### config.mk
export PLATFORM = sky130hd
export DESIGN_NAME = eth10g_link_sequencer
export DESIGN_NICKNAME = d
export VERILOG_FILES = /design/src/rtl/eth10g_link_sequencer.sv
export SDC_FILE = /design/constraint.sdc
export NUM_CORES = 1
export LEC_CHECK = 0
export CAP_MARGIN = 20
export CORE_UTILIZATION = 45
export CTS_BUF_LIST = sky130_fd_sc_hd__clkbuf_4 sky130_fd_sc_hd__clkbuf_8 sky130_fd_sc_hd__clkbuf_16
export DETAILED_ROUTE_END_ITERATION = 16
export DONT_BUFFER_PORTS = 1
export HOLD_SLACK_MARGIN = 0.02
export PLACE_DENSITY = 0.67
export SYNTH_ARGS = -nofsm -noshare
export SYNTH_HDL_FRONTEND = slang
export SYNTH_SLANG_ARGS = --single-unit
### constraint.sdc
create_clock -name sysclk_100m -period 3.3 [get_ports sysclk_100m]
set_clock_uncertainty 0.15 [all_clocks]
set_input_delay 0.66 -clock sysclk_100m [delete_from_list [all_inputs] [get_ports sysclk_100m]]
set_output_delay 0.66 -clock sysclk_100m [all_outputs]
set_load 0.005 [all_outputs]
### src/rtl/eth10g_link_sequencer.sv
// eth10g_link_sequencer
//
// Per-lane bring-up controller for the 10G Ethernet SFP test path. Each lane
// is held in GT/PCS reset for a fixed time, then waits for receive block lock,
// qualifies that lock as stable, and finally reports the link as up. A lane
// that times out waiting for lock, or that loses lock once up, goes back to
// reset and bumps a saturating retry counter. Two board LEDs show "all lanes
// up" and a free-running heartbeat.
//
// Ports:
//   sysclk_100m    in   1            system clock, the only clock
//   sys_reset_n    in   1            asynchronous active-low reset
//   force_reset    in   SFP_COUNT    per-lane synchronous restart request
//   gt_block_lock  in   SFP_COUNT    per-lane block lock (asynchronous)
//   gt_reset       out  SFP_COUNT    per-lane GT/PCS reset, active-high
//   link_up        out  SFP_COUNT    per-lane qualified link status
//   retry_cnt      out  8*SFP_COUNT  per-lane saturating retry count, lane i at [8i+7:8i]
//   sleds          out  2            [0] all lanes up (registered), [1] heartbeat

module eth10g_link_sequencer #(
    parameter int SFP_COUNT     = 1,
    parameter int RESET_CYCLES  = 1000,
    parameter int LOCK_TIMEOUT  = 10_000_000,
    parameter int STABLE_CYCLES = 100_000,
    parameter int BLINK_CYCLES  = 50_000_000
) (
    input  logic                   sysclk_100m,
    input  logic                   sys_reset_n,
    input  logic [SFP_COUNT-1:0]   force_reset,
    input  logic [SFP_COUNT-1:0]   gt_block_lock,
    output logic [SFP_COUNT-1:0]   gt_reset,
    output logic [SFP_COUNT-1:0]   link_up,
    output logic [8*SFP_COUNT-1:0] retry_cnt,
    output logic [1:0]             sleds
);

    typedef enum logic [1:0] {
        ST_RST,
        ST_WAIT_LOCK,
        ST_STABLE,
        ST_UP
    } lane_state_t;

    // The per-lane counter is shared by all states, so it must cover the
    // longest interval; it only ever reaches (interval - 1).
    localparam int MAX_AB  = (RESET_CYCLES > LOCK_TIMEOUT) ? RESET_CYCLES : LOCK_TIMEOUT;
    localparam int MAX_CYC = (MAX_AB > STABLE_CYCLES) ? MAX_AB : STABLE_CYCLES;
    localparam int CW      = (MAX_CYC > 1) ? $clog2(MAX_CYC) : 1;
    localparam int BW      = (BLINK_CYCLES > 1) ? $clog2(BLINK_CYCLES) : 1;

    localparam logic [CW-1:0] RESET_LAST  = CW'(RESET_CYCLES - 1);
    localparam logic [CW-1:0] LOCK_LAST   = CW'(LOCK_TIMEOUT - 1);
    localparam logic [CW-1:0] STABLE_LAST = CW'(STABLE_CYCLES - 1);
    localparam logic [BW-1:0] BLINK_LAST  = BW'(BLINK_CYCLES - 1);

    logic [SFP_COUNT-1:0] lock_meta;
    logic [SFP_COUNT-1:0] lock_s;

    lane_state_t state_q [SFP_COUNT];
    lane_state_t state_d [SFP_COUNT];
    logic [CW-1:0] cnt_q [SFP_COUNT];
    logic [CW-1:0] cnt_d [SFP_COUNT];
    logic [7:0]    retry_q [SFP_COUNT];
    logic [7:0]    retry_d [SFP_COUNT];

    logic          all_up_q;
    logic          blink_q;
    logic [BW-1:0] blink_cnt_q;

    function automatic logic [7:0] sat_inc(input logic [7:0] v);
        return (v == 8'hFF) ? v : v + 8'd1;
    endfunction

    // Two-flop synchronizer for the asynchronous block-lock inputs.
    always_ff @(posedge sysclk_100m or negedge sys_reset_n) begin
        if (!sys_reset_n) begin
            lock_meta <= '0;
            lock_s    <= '0;
        end else begin
            lock_meta <= gt_block_lock;
            lock_s    <= lock_meta;
        end
    end

    // Lane state, shared counter and retry count registers.
    always_ff @(posedge sysclk_100m or negedge sys_reset_n) begin
        if (!sys_reset_n) begin
            for (int i = 0; i < SFP_COUNT; i++) begin
                state_q[i] <= ST_RST;
                cnt_q[i]   <= '0;
                retry_q[i] <= '0;
            end
        end else begin
            for (int i = 0; i < SFP_COUNT; i++) begin
                state_q[i] <= state_d[i];
                cnt_q[i]   <= cnt_d[i];
                retry_q[i] <= retry_d[i];
            end
        end
    end

    // Next-state logic. force_reset overrides everything and pins the counter
    // at zero, so the reset interval restarts from the cycle it is released.
    // Losing lock in STABLE is not a retry: it just falls back to WAIT_LOCK
    // with a fresh timeout.
    always_comb begin
        for (int i = 0; i < SFP_COUNT; i++) begin
            state_d[i] = state_q[i];
            cnt_d[i]   = cnt_q[i];
            retry_d[i] = retry_q[i];

            if (force_reset[i]) begin
                state_d[i] = ST_RST;
                cnt_d[i]   = '0;
            end else begin
                case (state_q[i])
                    ST_RST: begin
                        if (cnt_q[i] == RESET_LAST) begin
                            state_d[i] = ST_WAIT_LOCK;
                            cnt_d[i]   = '0;
                        end else begin
                            cnt_d[i] = cnt_q[i] + CW'(1);
                        end
                    end
                    ST_WAIT_LOCK: begin
                        if (lock_s[i]) begin
                            state_d[i] = ST_STABLE;
                            cnt_d[i]   = '0;
                        end else if (cnt_q[i] == LOCK_LAST) begin
                            state_d[i] = ST_RST;
                            cnt_d[i]   = '0;
                            retry_d[i] = sat_inc(retry_q[i]);
                        end else begin
                            cnt_d[i] = cnt_q[i] + CW'(1);
                        end
                    end
                    ST_STABLE: begin
                        if (!lock_s[i]) begin
                            state_d[i] = ST_WAIT_LOCK;
                            cnt_d[i]   = '0;
                        end else if (cnt_q[i] == STABLE_LAST) begin
                            state_d[i] = ST_UP;
                            cnt_d[i]   = '0;
                        end else begin
                            cnt_d[i] = cnt_q[i] + CW'(1);
                        end
                    end
                    ST_UP: begin
                        if (!lock_s[i]) begin
                            state_d[i] = ST_RST;
                            cnt_d[i]   = '0;
                            retry_d[i] = sat_inc(retry_q[i]);
                        end
                    end
                    default: begin
                        state_d[i] = ST_RST;
                        cnt_d[i]   = '0;
                    end
                endcase
            end
        end
    end

    // Lane outputs are pure decodes of the state register.
    always_comb begin
        gt_reset  = '0;
        link_up   = '0;
        retry_cnt = '0;
        for (int i = 0; i < SFP_COUNT; i++) begin
            gt_reset[i]         = (state_q[i] == ST_RST);
            link_up[i]          = (state_q[i] == ST_UP);
            retry_cnt[8*i +: 8] = retry_q[i];
        end
    end

    // Status LEDs: registered all-up indicator and free-running heartbeat.
    always_ff @(posedge sysclk_100m or negedge sys_reset_n) begin
        if (!sys_reset_n) begin
            all_up_q    <= 1'b0;
            blink_q     <= 1'b0;
            blink_cnt_q <= '0;
        end else begin
            all_up_q <= &link_up;
            if (blink_cnt_q == BLINK_LAST) begin
                blink_cnt_q <= '0;
                blink_q     <= ~blink_q;
            end else begin
                blink_cnt_q <= blink_cnt_q + BW'(1);
            end
        end
    end

    assign sleds = {blink_q, all_up_q};

endmodule

==> metrics, run 1 <==
nets=351; Fmax=358.1 MHz; fill cell count=661; Critical Path Source Type=register; pre-CTS setup slack=0.4726 ns; worst IR drop on VDD=0.2849 mV; multi-input logic area=1670 µm²; die area=7855 µm²; FFs w/ async S/R, synth=100.0%; Tot Pwr=1578 µW; CTS buffer count=9; DIE WIDTH=88.63 µm; flop-to-flop setup slack=0.51 ns; chip height=88.63 µm; post-synth cell types=56; CTS Hold Bufs=1; Syn Nets=353; maxcap violations=0; post-CTS sizing=0; min Tclk post-route=2.793 ns; CTS tree=built; Slew Limit Headroom=46.04%; DRC=0; IO buf count=0; core footprint=7253 µm²; largest net degree at the start of global routing=65; main flop type after synthesis=dfrtp_1; register area share after synthesis=47.42%; share of cells above drive strength 1=9.742%; RSZ-0062 raised after global routing=no; cell area after layout=3670 µm²; R2R Path End=cnt_q[9]$_DFFE_PN0N_; Initial DRC Count=169; Via Count=2607; crit path to=cnt_q[9]$_DFFE_PN0N_; post-CTS setup buffer count=0; Core Rows=31; initial core utilization=46.56%; Routed Wire Length=6920 µm; Post-synth EDFFs=0; post-layout util=50.60%; top-area cell type share of the netlist area=47.42%; initial antenna violation count=0; register area=1602 µm²; setup TNS=0 ns; Worst EP arrival=2.84 ns; fin. max-slew vios=0; Clock Path Buffers=2; post-route antenna net violation count=0; Final setup viols=0; Tightest Pin Transition=0.8066 ns; CP Capture Type=register; Placed Area=3441 µm²; PwrDens=430.0 nW/µm²; dominant cells by area after synthesis=dfrtp_1 47%, o21ai_0 4.9%, xor2_1 4.4%; DP Wirelength=4544 µm; clk slew on worst S/H paths=0.08 ns; cell area after synthesis=3377 µm²; Critical Path Fanout Max=19; Final Hold Viols=0; root buf cell=clkbuf_8; Required @ worst endpoint=3.35 ns; GPL Wtd Cong=0.7927; Mapped Cells=346; first-pass GRT wire length=12160 µm; FF-to-FF Start=cnt_q[0]$_DFFE_PN0N_; slack of the critical path=0.5074 ns; clk sinks=64; syn_area_per_cell=9.760 µm²; largest area contributor in the netlist=dfrtp_1; Area Overhead vs Synth=8.670%; per-cell routed wire length=15.45 µm; Pleak=0.001568 µW; outcome=completed; HP Class=input pin to asynchronous set/reset pin; Syn. warnings=0; Via density=5.819; fin crit share=84.62%; Setup crit start=cnt_q[0]$_DFFE_PN0N_; Ports=16; drt pass-1 iters=4; Clk Latency, worst-skew pair=0.35 ns; ant diodes=0; Global Route Usage Sum=20.32%; CP Class=register to register; flop and latch count out of synthesis=64; htree depth=3; r2r worst-path depth=7; vias in the first global route=2489; GR Overflow Total=0
## per-stage QoR
stage          hold slack (ns)  cells
2_1_floorplan           0.1812    346
3_3_place_gp            0.1819    431
3_5_place_dp            0.1905    431
4_1_cts                0.03089    448
5_1_grt                0.03070    448
6_report              0.006423    448
## cells in the mapped netlist (all sizes together) (4+ instances only)
library cell  instances
xnor2                12
nor2                 26
buf                  10
o31ai                 7
o21ai                35
a21oi                 4
inv                   4
dfrtp                64
nor3                 17
nand4                14
and3                 15
clkbuf                8
nor4                  7
nor2b                 7
xor2                 17
nand2                26
nand3                24
mux2i                 4
## worst min-delay path by stage
stage / to / from / slack (ns)
finish: blink_cnt_q[16]$_DFF_PN0_ / sys_reset_n / 0.006
global route: blink_cnt_q[16]$_DFF_PN0_ / sys_reset_n / 0.03
CTS: blink_cnt_q[24]$_DFF_PN0_ / sys_reset_n / 0.03
detailed placement: lock_s$_DFF_PN0_ / lock_meta$_DFF_PN0_ / 0.19
global placement: lock_s$_DFF_PN0_ / lock_meta$_DFF_PN0_ / 0.18
floorplan: lock_s$_DFF_PN0_ / lock_meta$_DFF_PN0_ / 0.18
## critical path, cell delays in order (launching register included)
cell      delay (ns)
dfrtp_1         0.41
ha_1            0.24
nor4bb_1        0.23
nand4b_1        0.18
nor3_1          0.35
o41ai_4         0.22
nor3_4          0.66
o21ai_0         0.21
## state kept, by name (all words and copies together) (netlist names)
signal,flops
all_up_q,1
blink_cnt_q,26
blink_q,1
cnt_q,24
lock_meta,1
lock_s,1
retry_cnt,8
state_q,2
## cells by family after synthesis
| family | after synthesis | share of synthesized area, % |
|---|---|---|
| mux | 6 | 2.186 |
| compound gates | 63 | 11.67 |
| xor+xnor | 29 | 7.521 |
| flops | 64 | 47.43 |
| buf+inv | 22 | 3.445 |
| simple gates | 159 | 26.64 |
| fa+ha+maj | 3 | 1.112 |
## metal layers
| layer | routed length [µm] | track usage (%) | vias to the layer above | share of wire (%) |
|---|---|---|---|---|
| met2 | 3093 | 31.19 | 61 | 45 |
| met5 | 0 | 0 | - | 0 |
| met4 | 102 | 7.185 | 0 | 1.5 |
| li1 | - | - | 1262 | - |
| met3 | 392 | 6.530 | 10 | 5.7 |
| met1 | 3331 | 27.12 | 1274 | 48 |
## final cells by class
cell class	instances	area share, %
timing repair buffer	5	1.568
clock inverter	7	2.114
inverter	4	0.4091
clock buffer	9	3.375
sequential	64	43.64
multi-input combinational	260	45.52
tap	99	3.375
## placed cells by master, fill, tap and decap left out, types with 2 or more instances in the layout
master	count
ha_1	3
and4b_1	2
o32ai_1	2
o21ai_1	2
xnor2_1	12
o311ai_1	2
xor2_1	17
and2_1	2
nand2_1	26
o41ai_1	2
inv_6	2
and3_1	15
nor4bb_1	2
nor3_1	14
o211ai_1	2
mux2i_1	4
nand4b_1	3
and4_1	3
nand3_1	23
dfrtp_1	64
clkinv_4	2
o21ai_0	33
clkbuf_8	9
inv_1	4
a21oi_1	4
nor4_1	6
nor3_2	2
nand4_1	14
nor2b_1	7
nor2_1	25
o31ai_1	6
or3_1	3
buf_4	4
o22ai_1	3
## report_power, final
part / switching [µW] / internal, µW / total [µW]
logic: 43.1 / 25.7 / 68.8
registers: 22.3 / 801 / 824
clock network: 331 / 355 / 686
total: 396 / 1180 / 1580
(Power assumes the default switching activity.)
==> run 2, diff against run 1 <==
--- a/config.mk
+++ b/config.mk
@@ -11,7 +11,7 @@
 export DETAILED_ROUTE_END_ITERATION = 16
 export DONT_BUFFER_PORTS = 1
 export HOLD_SLACK_MARGIN = 0.02
-export PLACE_DENSITY = 0.67
+export PLACE_DENSITY = 0.69
 export SYNTH_ARGS = -nofsm -noshare
 export SYNTH_HDL_FRONTEND = slang
 export SYNTH_SLANG_ARGS = --single-unit
==> constraint.sdc (replaced) <==
create_clock -name sysclk_100m -period 2.4 [get_ports sysclk_100m]
set_clock_uncertainty 0.15 [all_clocks]
set_input_delay 0.48 -clock sysclk_100m [delete_from_list [all_inputs] [get_ports sysclk_100m]]
set_output_delay 0.48 -clock sysclk_100m [all_outputs]
set_load 0.005 [all_outputs]
==> metrics, run 2 (synthesized netlist as in run 1, its figures left out) <==
outcome=completed; Largest Register=blink_cnt_q; worst IR drop on VDD=0.3327 mV; Critical Path Source Type=register; Routed Wire Length=7407 µm; critical path cell sequence=or4_4 -> o31ai_2 -> o41ai_4 -> buf_6 -> o311ai_1 -> o31ai_1; IO buf count=0; Setup crit start=cnt_q[19]$_DFFE_PN0N_; CP Capture Type=register; post-layout util=55.74%; PwrDens=593.2 nW/µm²; initial core utilization=46.56%; Ports=16; max FFs per register=26; max incr delay on CP=0.54 ns; r2r worst-path depth=6; ant diodes=0; die area=7855 µm²; CTS tree=built; CP Class=register to register; Critical Path Fanout Max=15; crit path to=cnt_q[15]$_DFFE_PN0N_; chip height=88.63 µm; min Tclk post-route=2.308 ns; clk sinks=64; placed cells=465; share of cells above drive strength 1=19.64%; clk slew on worst S/H paths=0.08 ns; R2R Path End=cnt_q[15]$_DFFE_PN0N_; Initial DRC Count=198; FF-to-FF Start=cnt_q[19]$_DFFE_PN0N_; Placed Area=3696 µm²; GPL Wtd Cong=0.8517; cell area after layout=4043 µm²; GR Overflow Total=0; initial antenna violation count=0; Via density=5.708; Required @ worst endpoint=2.45 ns; commonest non-fill, non-tap cell in the layout=dfrtp_1; CTS buffer count=9; most frequent cells in the layout=64 x dfrtp_1, 39 x buf_4, 33 x o21ai_0, 26 x nand2_1, 25 x nor2_1; Global Route Usage Sum=21.25%; setup TNS=0 ns; Tightest Pin Transition=0.5276 ns; DP Wirelength=5187 µm; DRC=0; Final Hold Viols=0; Area Overhead vs Synth=19.71%; Worst EP arrival=2.36 ns; core footprint=7253 µm²; largest net degree at the start of global routing=65; root buf cell=clkbuf_8; Min Hold Slack=0.05132 ns; htree depth=3; Via Count=2774; maxcap violations=0; Final setup viols=0; Slew Limit Headroom=64.71%; Pleak=0.001779 µW; drt pass-1 iters=4; vias in the first global route=2641; HP Class=input pin to register; post-route antenna net violation count=0; flop-to-flop setup slack=0.09 ns; Core Rows=31; first-pass GRT wire length=12630 µm; fin cells=486; DIE WIDTH=88.63 µm; Clock Path Buffers=2; critical path's slowest cell=or4_4; Fmax=433.2 MHz; per-cell routed wire length=15.24 µm; fin. max-slew vios=0; RSZ-0062 raised after global routing=no; nets=389; fin crit share=96.17%; Clk Latency, worst-skew pair=0.34 ns
==> run 2: worst min-delay path by stage <==
stage	from	end	cells after the start
after floorplan	sys_reset_n	all_up_q$_DFF_PN0_	0
after global placement	sys_reset_n	blink_cnt_q[20]$_DFF_PN0_	0
after detailed placement	sys_reset_n	blink_cnt_q[20]$_DFF_PN0_	0
after CTS	force_reset	state_q[1]$_DFFE_PN0P_	1
after global routing	force_reset	state_q[1]$_DFFE_PN0P_	1
final	force_reset	state_q[1]$_DFFE_PN0P_	1
==> run 2: critical path: cells and delay by family, from the launching register on <==
kind,cells,cell delay (ns)
buffers and inverters,1,0.19
and+or+nand+nor,1,0.54
DFF,1,0.41
AOI/OAI and AO/OA,4,0.87
==> run 2: through the flow <==
| stage | setup slack, ns | power [µW] |
|---|---|---|
| 6_report | 0.09182 | 2398 |
| 5_1_grt | 0.0006166 | 2503 |
| 4_1_cts | 0.06256 | 2418 |
| 3_5_place_dp | -0.001182 | 1262 |
| 3_3_place_gp | 0.09072 | 1257 |
| 2_1_floorplan | 0.2326 | 1205 |
==> run 2: area by class of cell <==
type	instances	area [µm²]
inverters	4	15.01
well taps	99	123.9
clock inverters	7	118.9
fillers	623	3211
clock buffers	9	123.9
flip-flops and latches	64	1602
repair buffers	43	351.6
multi-input cells	260	1708
==> run 2: power breakdown <==
group | switching [µW] | leakage (µW) | total, µW | internal, µW
registers | 14.9 | 0.000872 | 1120 | 1100
logic | 83.5 | 0.000791 | 159 | 75.3
clock network | 431 | 0.000116 | 1120 | 691
total | 529 | 0.00178 | 2400 | 1870
==> run 2: what timing repair did <==
| action | 4_1_cts | 5_1_grt |
|---|---|---|
| hold buffers | 3 | 0 |
| endpoints found under the setup margin | 1 | 12 |
| cloned | 0 | 0 |
| resized for setup | 1 | 7 |
| pin swaps | 0 | 2 |
| hold endpoints to repair | 65 | 0 |
| buffers inserted | 0 | 2 |
==> run 2: layer usage <==
metal  part of all wire, %  vias up  wire length (µm)  GRT usage (%)
met4                  0.51        0                38          4.985
met3                   5.1        6               375          6.437
met5                     0        -                 0              0
met2                    49       69              3655          35.03
li1                      -     1343                 -              -
met1                    45     1356              3337          27.59
